$ cat config.mk
export PLATFORM = sky130hd
export DESIGN_NAME = alu_cmd_sequencer_flat
export DESIGN_NICKNAME = d
export VERILOG_FILES = /design/src/rtl/alu_pkg.sv /design/src/rtl/alu_cmd_sequencer_if.sv /design/src/rtl/alu_opcode_legal.sv /design/src/rtl/alu_cmd_sequencer.sv /design/src/flat_wrapper.sv
export SDC_FILE = /design/constraint.sdc
export NUM_CORES = 1
export LEC_CHECK = 0
export CORE_ASPECT_RATIO = 2
export CORE_MARGIN = 2
export CORE_UTILIZATION = 40
export CTS_CLUSTER_SIZE = 28
export DETAILED_ROUTE_END_ITERATION = 12
export PLACE_DENSITY = 0.73
export SLEW_MARGIN = 20
export SYNTH_ARGS = -nofsm -noshare
export SYNTH_HDL_FRONTEND = slang
export SYNTH_HIERARCHICAL = 1
export SYNTH_SLANG_ARGS = --single-unit
export TNS_END_PERCENT = 30
$ cat constraint.sdc
create_clock -name i_clock -period 3.14 [get_ports i_clock]
set_clock_uncertainty 0.1 [all_clocks]
set_input_delay 0.942 -clock i_clock [delete_from_list [all_inputs] [get_ports i_clock]]
set_output_delay 0.942 -clock i_clock [all_outputs]
set_load 0.05 [all_outputs]
$ cat src/rtl/alu_pkg.sv
// Shared constants for the ALU command sequencer: opcode encodings, FSM states, strobe one-hots.
package alu_pkg;

  localparam logic [5:0] OP_ADD = 6'b100000;
  localparam logic [5:0] OP_SUB = 6'b100010;
  localparam logic [5:0] OP_AND = 6'b100100;
  localparam logic [5:0] OP_OR  = 6'b100101;
  localparam logic [5:0] OP_XOR = 6'b100110;
  localparam logic [5:0] OP_SRA = 6'b000011;
  localparam logic [5:0] OP_SRL = 6'b000010;
  localparam logic [5:0] OP_NOR = 6'b100111;

  localparam logic [2:0] STROBE_A  = 3'b001;
  localparam logic [2:0] STROBE_B  = 3'b010;
  localparam logic [2:0] STROBE_OP = 3'b100;

  typedef enum logic [2:0] {
    StWaitA,
    StWaitB,
    StWaitOp,
    StWaitRes,
    StSend
  } state_e;

endpackage

$ cat src/rtl/alu_cmd_sequencer_if.sv
// Byte-in / result-out handshake bundle between a byte source/sink and the command sequencer.
interface alu_cmd_sequencer_if #(
  parameter int unsigned NB_DATA = 8
) ();

  logic [NB_DATA-1:0] rx_data;
  logic               rx_valid;
  logic               rx_ready;
  logic [NB_DATA-1:0] tx_data;
  logic               tx_valid;
  logic               tx_ready;

  modport master (
    output rx_data,
    output rx_valid,
    input  rx_ready,
    input  tx_data,
    input  tx_valid,
    output tx_ready
  );

  modport slave (
    input  rx_data,
    input  rx_valid,
    output rx_ready,
    output tx_data,
    output tx_valid,
    input  tx_ready
  );

endinterface

$ cat src/rtl/alu_opcode_legal.sv
// Combinational opcode legality check: upper byte bits zero and opcode field in the supported set.
module alu_opcode_legal
  import alu_pkg::*;
#(
  parameter int unsigned NB_DATA   = 8,
  parameter int unsigned NB_OPCODE = 6
) (
  input  logic [NB_DATA-1:0] i_opcode,
  output logic               o_legal
);

  logic [NB_OPCODE-1:0] field;
  logic                 hi_zero;

  assign field   = i_opcode[NB_OPCODE-1:0];
  assign hi_zero = (i_opcode[NB_DATA-1:NB_OPCODE] == '0);

  assign o_legal = hi_zero && (field inside {NB_OPCODE'(OP_ADD), NB_OPCODE'(OP_SUB),
                                             NB_OPCODE'(OP_AND), NB_OPCODE'(OP_OR),
                                             NB_OPCODE'(OP_XOR), NB_OPCODE'(OP_SRA),
                                             NB_OPCODE'(OP_SRL), NB_OPCODE'(OP_NOR)});

endmodule

$ cat src/rtl/alu_cmd_sequencer.sv
// Drives the ALU controller's switch/strobe load port from an A,B,OP byte stream and returns the result.
// Optional opcode filtering is enabled by defining ALU_OPCODE_CHECK_EN.
module alu_cmd_sequencer
  import alu_pkg::*;
#(
  parameter int unsigned NB_DATA      = 8,
  parameter int unsigned NB_OPCODE    = 6,
  parameter int unsigned N_PULSADORES = 3,
  parameter int unsigned RESULT_WAIT  = 2
) (
  input  logic                    i_clock,
  input  logic                    i_reset,
  alu_cmd_sequencer_if.slave      bus,
  output logic [NB_DATA-1:0]      o_switches,
  output logic [N_PULSADORES-1:0] o_pulsadores,
  input  logic [NB_DATA-1:0]      i_result,
  output logic                    o_op_error
);

  localparam int unsigned CntW = $clog2(RESULT_WAIT + 1);

  if (NB_OPCODE > NB_DATA) begin : g_bad_opcode_width
    $error("NB_OPCODE must not exceed NB_DATA");
  end

  state_e                  state_q, state_d;
  logic [CntW-1:0]         cnt_q, cnt_d;
  logic [NB_DATA-1:0]      switches_q, switches_d;
  logic [N_PULSADORES-1:0] pulsadores_q, pulsadores_d;
  logic [NB_DATA-1:0]      tx_data_q, tx_data_d;
  logic                    tx_valid_q, tx_valid_d;
  logic                    op_error_q, op_error_d;
  logic                    rx_ready;
  logic                    rx_fire;
  logic                    op_legal;

`ifdef ALU_OPCODE_CHECK_EN
  alu_opcode_legal #(
    .NB_DATA  (NB_DATA),
    .NB_OPCODE(NB_OPCODE)
  ) u_opcode_legal (
    .i_opcode(bus.rx_data),
    .o_legal (op_legal)
  );
`else
  assign op_legal = 1'b1;
`endif

  assign rx_ready = (state_q inside {StWaitA, StWaitB, StWaitOp});
  assign rx_fire  = bus.rx_valid & rx_ready;

  always_comb begin
    state_d      = state_q;
    cnt_d        = cnt_q;
    switches_d   = switches_q;
    pulsadores_d = '0;
    tx_data_d    = tx_data_q;
    tx_valid_d   = tx_valid_q;
    op_error_d   = 1'b0;
    unique case (state_q)
      StWaitA: begin
        if (rx_fire) begin
          switches_d   = bus.rx_data;
          pulsadores_d = N_PULSADORES'(STROBE_A);
          state_d      = StWaitB;
        end
      end
      StWaitB: begin
        if (rx_fire) begin
          switches_d   = bus.rx_data;
          pulsadores_d = N_PULSADORES'(STROBE_B);
          state_d      = StWaitOp;
        end
      end
      StWaitOp: begin
        if (rx_fire) begin
          if (op_legal) begin
            switches_d   = bus.rx_data;
            pulsadores_d = N_PULSADORES'(STROBE_OP);
            cnt_d        = CntW'(RESULT_WAIT);
            state_d      = StWaitRes;
          end else begin
            // Dropped opcode: A/B already loaded in the controller are simply left unused.
            op_error_d = 1'b1;
            state_d    = StWaitA;
          end
        end
      end
      StWaitRes: begin
        if (cnt_q == '0) begin
          tx_data_d  = i_result;
          tx_valid_d = 1'b1;
          state_d    = StSend;
        end else begin
          cnt_d = cnt_q - CntW'(1);
        end
      end
      StSend: begin
        if (bus.tx_ready) begin
          tx_valid_d = 1'b0;
          state_d    = StWaitA;
        end
      end
      default: state_d = StWaitA;
    endcase
  end

  always_ff @(posedge i_clock or negedge i_reset) begin
    if (!i_reset) begin
      state_q      <= StWaitA;
      cnt_q        <= '0;
      switches_q   <= '0;
      pulsadores_q <= '0;
      tx_data_q    <= '0;
      tx_valid_q   <= 1'b0;
      op_error_q   <= 1'b0;
    end else begin
      state_q      <= state_d;
      cnt_q        <= cnt_d;
      switches_q   <= switches_d;
      pulsadores_q <= pulsadores_d;
      tx_data_q    <= tx_data_d;
      tx_valid_q   <= tx_valid_d;
      op_error_q   <= op_error_d;
    end
  end

  assign bus.rx_ready = rx_ready;
  assign bus.tx_data  = tx_data_q;
  assign bus.tx_valid = tx_valid_q;
  assign o_switches   = switches_q;
  assign o_pulsadores = pulsadores_q;
  assign o_op_error   = op_error_q;

endmodule

$ cat src/flat_wrapper.sv
// flat-port wrapper written by rule: the top's interface ports become plain ports
module alu_cmd_sequencer_flat import alu_pkg::*;
#(
  parameter int unsigned NB_DATA      = 8,
  parameter int unsigned NB_OPCODE    = 6,
  parameter int unsigned N_PULSADORES = 3,
  parameter int unsigned RESULT_WAIT  = 2
)
  (i_clock, i_reset, o_switches, o_pulsadores, i_result, o_op_error, bus_rx_data, bus_rx_valid, bus_rx_ready, bus_tx_data, bus_tx_valid, bus_tx_ready);
  alu_cmd_sequencer_if #(.NB_DATA(NB_DATA)) bus_i ();
  input  logic i_clock;
  input  logic i_reset;
  output logic [NB_DATA-1:0] o_switches;
  output logic [N_PULSADORES-1:0] o_pulsadores;
  input  logic [NB_DATA-1:0] i_result;
  output logic o_op_error;
  input wire logic [$bits(bus_i.rx_data)-1:0] bus_rx_data;
  input wire logic [$bits(bus_i.rx_valid)-1:0] bus_rx_valid;
  output wire logic [$bits(bus_i.rx_ready)-1:0] bus_rx_ready;
  output wire logic [$bits(bus_i.tx_data)-1:0] bus_tx_data;
  output wire logic [$bits(bus_i.tx_valid)-1:0] bus_tx_valid;
  input wire logic [$bits(bus_i.tx_ready)-1:0] bus_tx_ready;
  assign bus_i.rx_data = bus_rx_data;
  assign bus_i.rx_valid = bus_rx_valid;
  assign bus_rx_ready = bus_i.rx_ready;
  assign bus_tx_data = bus_i.tx_data;
  assign bus_tx_valid = bus_i.tx_valid;
  assign bus_i.tx_ready = bus_tx_ready;
  alu_cmd_sequencer #(.NB_DATA(NB_DATA), .NB_OPCODE(NB_OPCODE), .N_PULSADORES(N_PULSADORES), .RESULT_WAIT(RESULT_WAIT)) u_core (.i_clock(i_clock), .i_reset(i_reset), .bus(bus_i), .o_switches(o_switches), .o_pulsadores(o_pulsadores), .i_result(i_result), .o_op_error(o_op_error));
endmodule
==> impl_metrics.toml <==
[status]
status = "finished clean"

[floorplanning]
die_w_um = 40.4
num_rows = 26
dieArea_um2 = 3100
core_um2 = 2540
die_h_um = 76.8
start_util = 0.418
pin_count = 42

[placement]
post_dp_cell_area_um2 = 1470
place.gp.congestion = 0.745
io_buffer_count = 40
dp_hpwl_um = 1730

[layout]
area_growth_pct = 43.0
layout-drive-gt1-share = 0.208
nets = 142
fin_area_um2 = 1520
antenna_cells = 0
multi_input_area_um2 = 382
ff_latch_area_um2 = 626
fill_cells = 235

[detailed_routing]
final_antenna_net_count = 0
routed_wl_um = 2260
first_pass_iters = 4
avgRoutedWirePerCell_um = 15.2
via_count = 774
drc = 0
drt_iter0_drc = 34
viasPerCell = 5.23

[synth]
yosys.area_share.xor_xnor = 0
netlist_area_um2 = 1060
syn_avg_cell_area_um2 = 13.2
yosys.cell_types.count = 28
ys_warn_count = 6
muxShareOfSynthArea = 0.179
synth_seq_cells = 25
synth_compound_area_frac = 0.0791
syn-num-nets = 101
synthAdderAreaFrac = 0.0118
synth_ff_type = "dfrtp_1"
synthArstFlopShare = 1.00
synthSimpleGateAreaFrac = 0.0862
yosys-top-cells-area = "dfrtp_1 59%, mux2_2 17%, inv_1 1.8%"
seq_area_frac_synth = 0.590
syn_inst = 80
synth_top_family_by_area = "multiplexers"
synth_top_area_cell = "dfrtp_1"
synth_edf_count = 0
synth.top_cell.area_share = 0.590

[clock_tree]
hold_buffers = 0
clk_latency_ns = 0.27
cts_resized = 0
cts.sinks = 25
cts_buffers = 3
clockBufferDepth = 2
cts_max_level = 1
cts_setup_buffers = 0
clkTransAtPathRegs_ns = 0.09
cts_root_buf = "clkbuf_8"
cts_tree = "done"

[power_and_ir_drop]
pwr-share-clk = 0.103
p_switching_uw = 885
pwr-share-seq = 0.315
leakage_nw = 0.649
ir_drop_mv = 0.635
internal-power_uw = 980
power.total_mw = 1.86
swShare = 0.475
power_density_nw_per_um2 = 1230
p_comb_frac = 0.582

[global_route]
grtUsageTotal = 0.176
overflow = 0
grt_pass1_vias = 846
grt_pass1_wl_um = 3770
grt_start_max_net_pins = 26
antenna_found_initial = 0

[setup_path]
r2r_start = "u_core/cnt_q[0]"
critPathArrivalTime_ns = 1.86
r2r-end = "u_core/bus.tx_data[6]"
worstSetupPathType = "register to output port"
cp-start-kind = "register"
crit_path_max_fanout = 12
worstSetupEndpointType = "output port"
reg2reg_slack_ns = 1.57
critical_path_required_ns = 2.10
r2r_cells = 4

[timing]
max_freq_ghz = 0.345
tns_ns = 0
slew_viol_final = 0
rsz0062_at_grt = "false"
tightest_slew_ns = 0.515
relSlewSlack = 0.656
finalCriticalPeriod_ns = 2.90
hold_viol = 0
fin_crit_sh = 0.924
finalSetupViolations = 0

[min_path]
hold_path.class = "register to register"
hold_start = "u_core/bus.tx_data[2]"
hold_depth = 1
min_to = "u_core/bus.tx_data[2]"

[run]
max_cap_violations = 0
cell usage in the layout (no fill, tap or decap), drive strengths merged, types with 2 or more instances in the layout:
cell           instances
mux2                  16
dfrtp                 25
nor2                   3
a21oi                  4
nand2                  4
nor3                   2
clkbuf                 3
clkdlybuf4s50         40
nor2b                  2
inv                    5
power by group through the flow:
stage               combinational, mW  clock [mW]  sequential, mW
finish                           1.09       0.192           0.587
global route                     1.15       0.216           0.610
CTS                              1.10       0.199           0.587
detailed placement               1.09           0           0.593
global placement                 1.07           0           0.580
floorplan                       0.385           0           0.959
worst max-delay path, stage by stage, from the launching register on:
cell,delay (ns)
dfrtp_1,0.53
a21oi_2,0.23
clkdlybuf4s50_1,0.82
cell usage after synthesis (all sizes together), types with 2 or more instances:
cell type  instances
nor2b              2
nor3               2
dfrtp             25
nor2               3
mux2              16
nand2              4
buf                5
inv                5
a21oi              4
final cells by class:
type / count / share of cell area
sequential: 25 / 0.413
timing repair buffer: 41 / 0.269
multi-input combinational: 45 / 0.252
clock buffer: 3 / 0.0273
tap: 28 / 0.0231
inverter: 5 / 0.0124
clock inverter: 1 / 0.00330
per-stage QoR:
stage	instances	utilization	hold WS, ns	setup WS [ns]
6_report	148	0.597	0.409	0.238
5_1_grt	148	0.597	0.429	0.152
4_1_cts	148	0.597	0.412	0.227
3_5_place_dp	144	0.579	0.392	0.531
3_3_place_gp	144	0.579	0.386	0.555
2_1_floorplan	80	-	0.405	1.13
registers in the layout, indices dropped and copies added (netlist names):
signal,flops
u_core/bus.tx_data,8
u_core/o_switches,8
u_core/o_pulsadores,3
u_core/state_q,3
u_core/cnt_q,2
u_core/bus.tx_valid,1
cell families after synthesis:
kind of cell | count (synthesis)
compound gates | 12
fa+ha+maj | 1
buf+inv | 10
flops | 25
mux | 17
other cells | 1
simple gates | 14
layer usage:
layer | global-route usage | vias to the layer above | wire [µm]
li1 | - | 355 | -
met1 | 0.161 | 390 | 699
met2 | 0.319 | 24 | 1380
met3 | 0.0347 | 5 | 112
met4 | 0.0900 | 0 | 60
met5 | 0 | - | 0
worst max path at each step:
stage | startpoint | to | slack (ns)
floorplan | u_core/state_q[2] | bus_rx_ready | 1.13
global placement | u_core/state_q[0] | bus_rx_ready | 0.56
detailed placement | u_core/state_q[0] | bus_rx_ready | 0.53
CTS | u_core/state_q[0] | bus_rx_ready | 0.23
global route | u_core/state_q[0] | bus_rx_ready | 0.15
finish | u_core/state_q[0] | bus_rx_ready | 0.24
No activity file was read; power rests on OpenSTA's default activity.
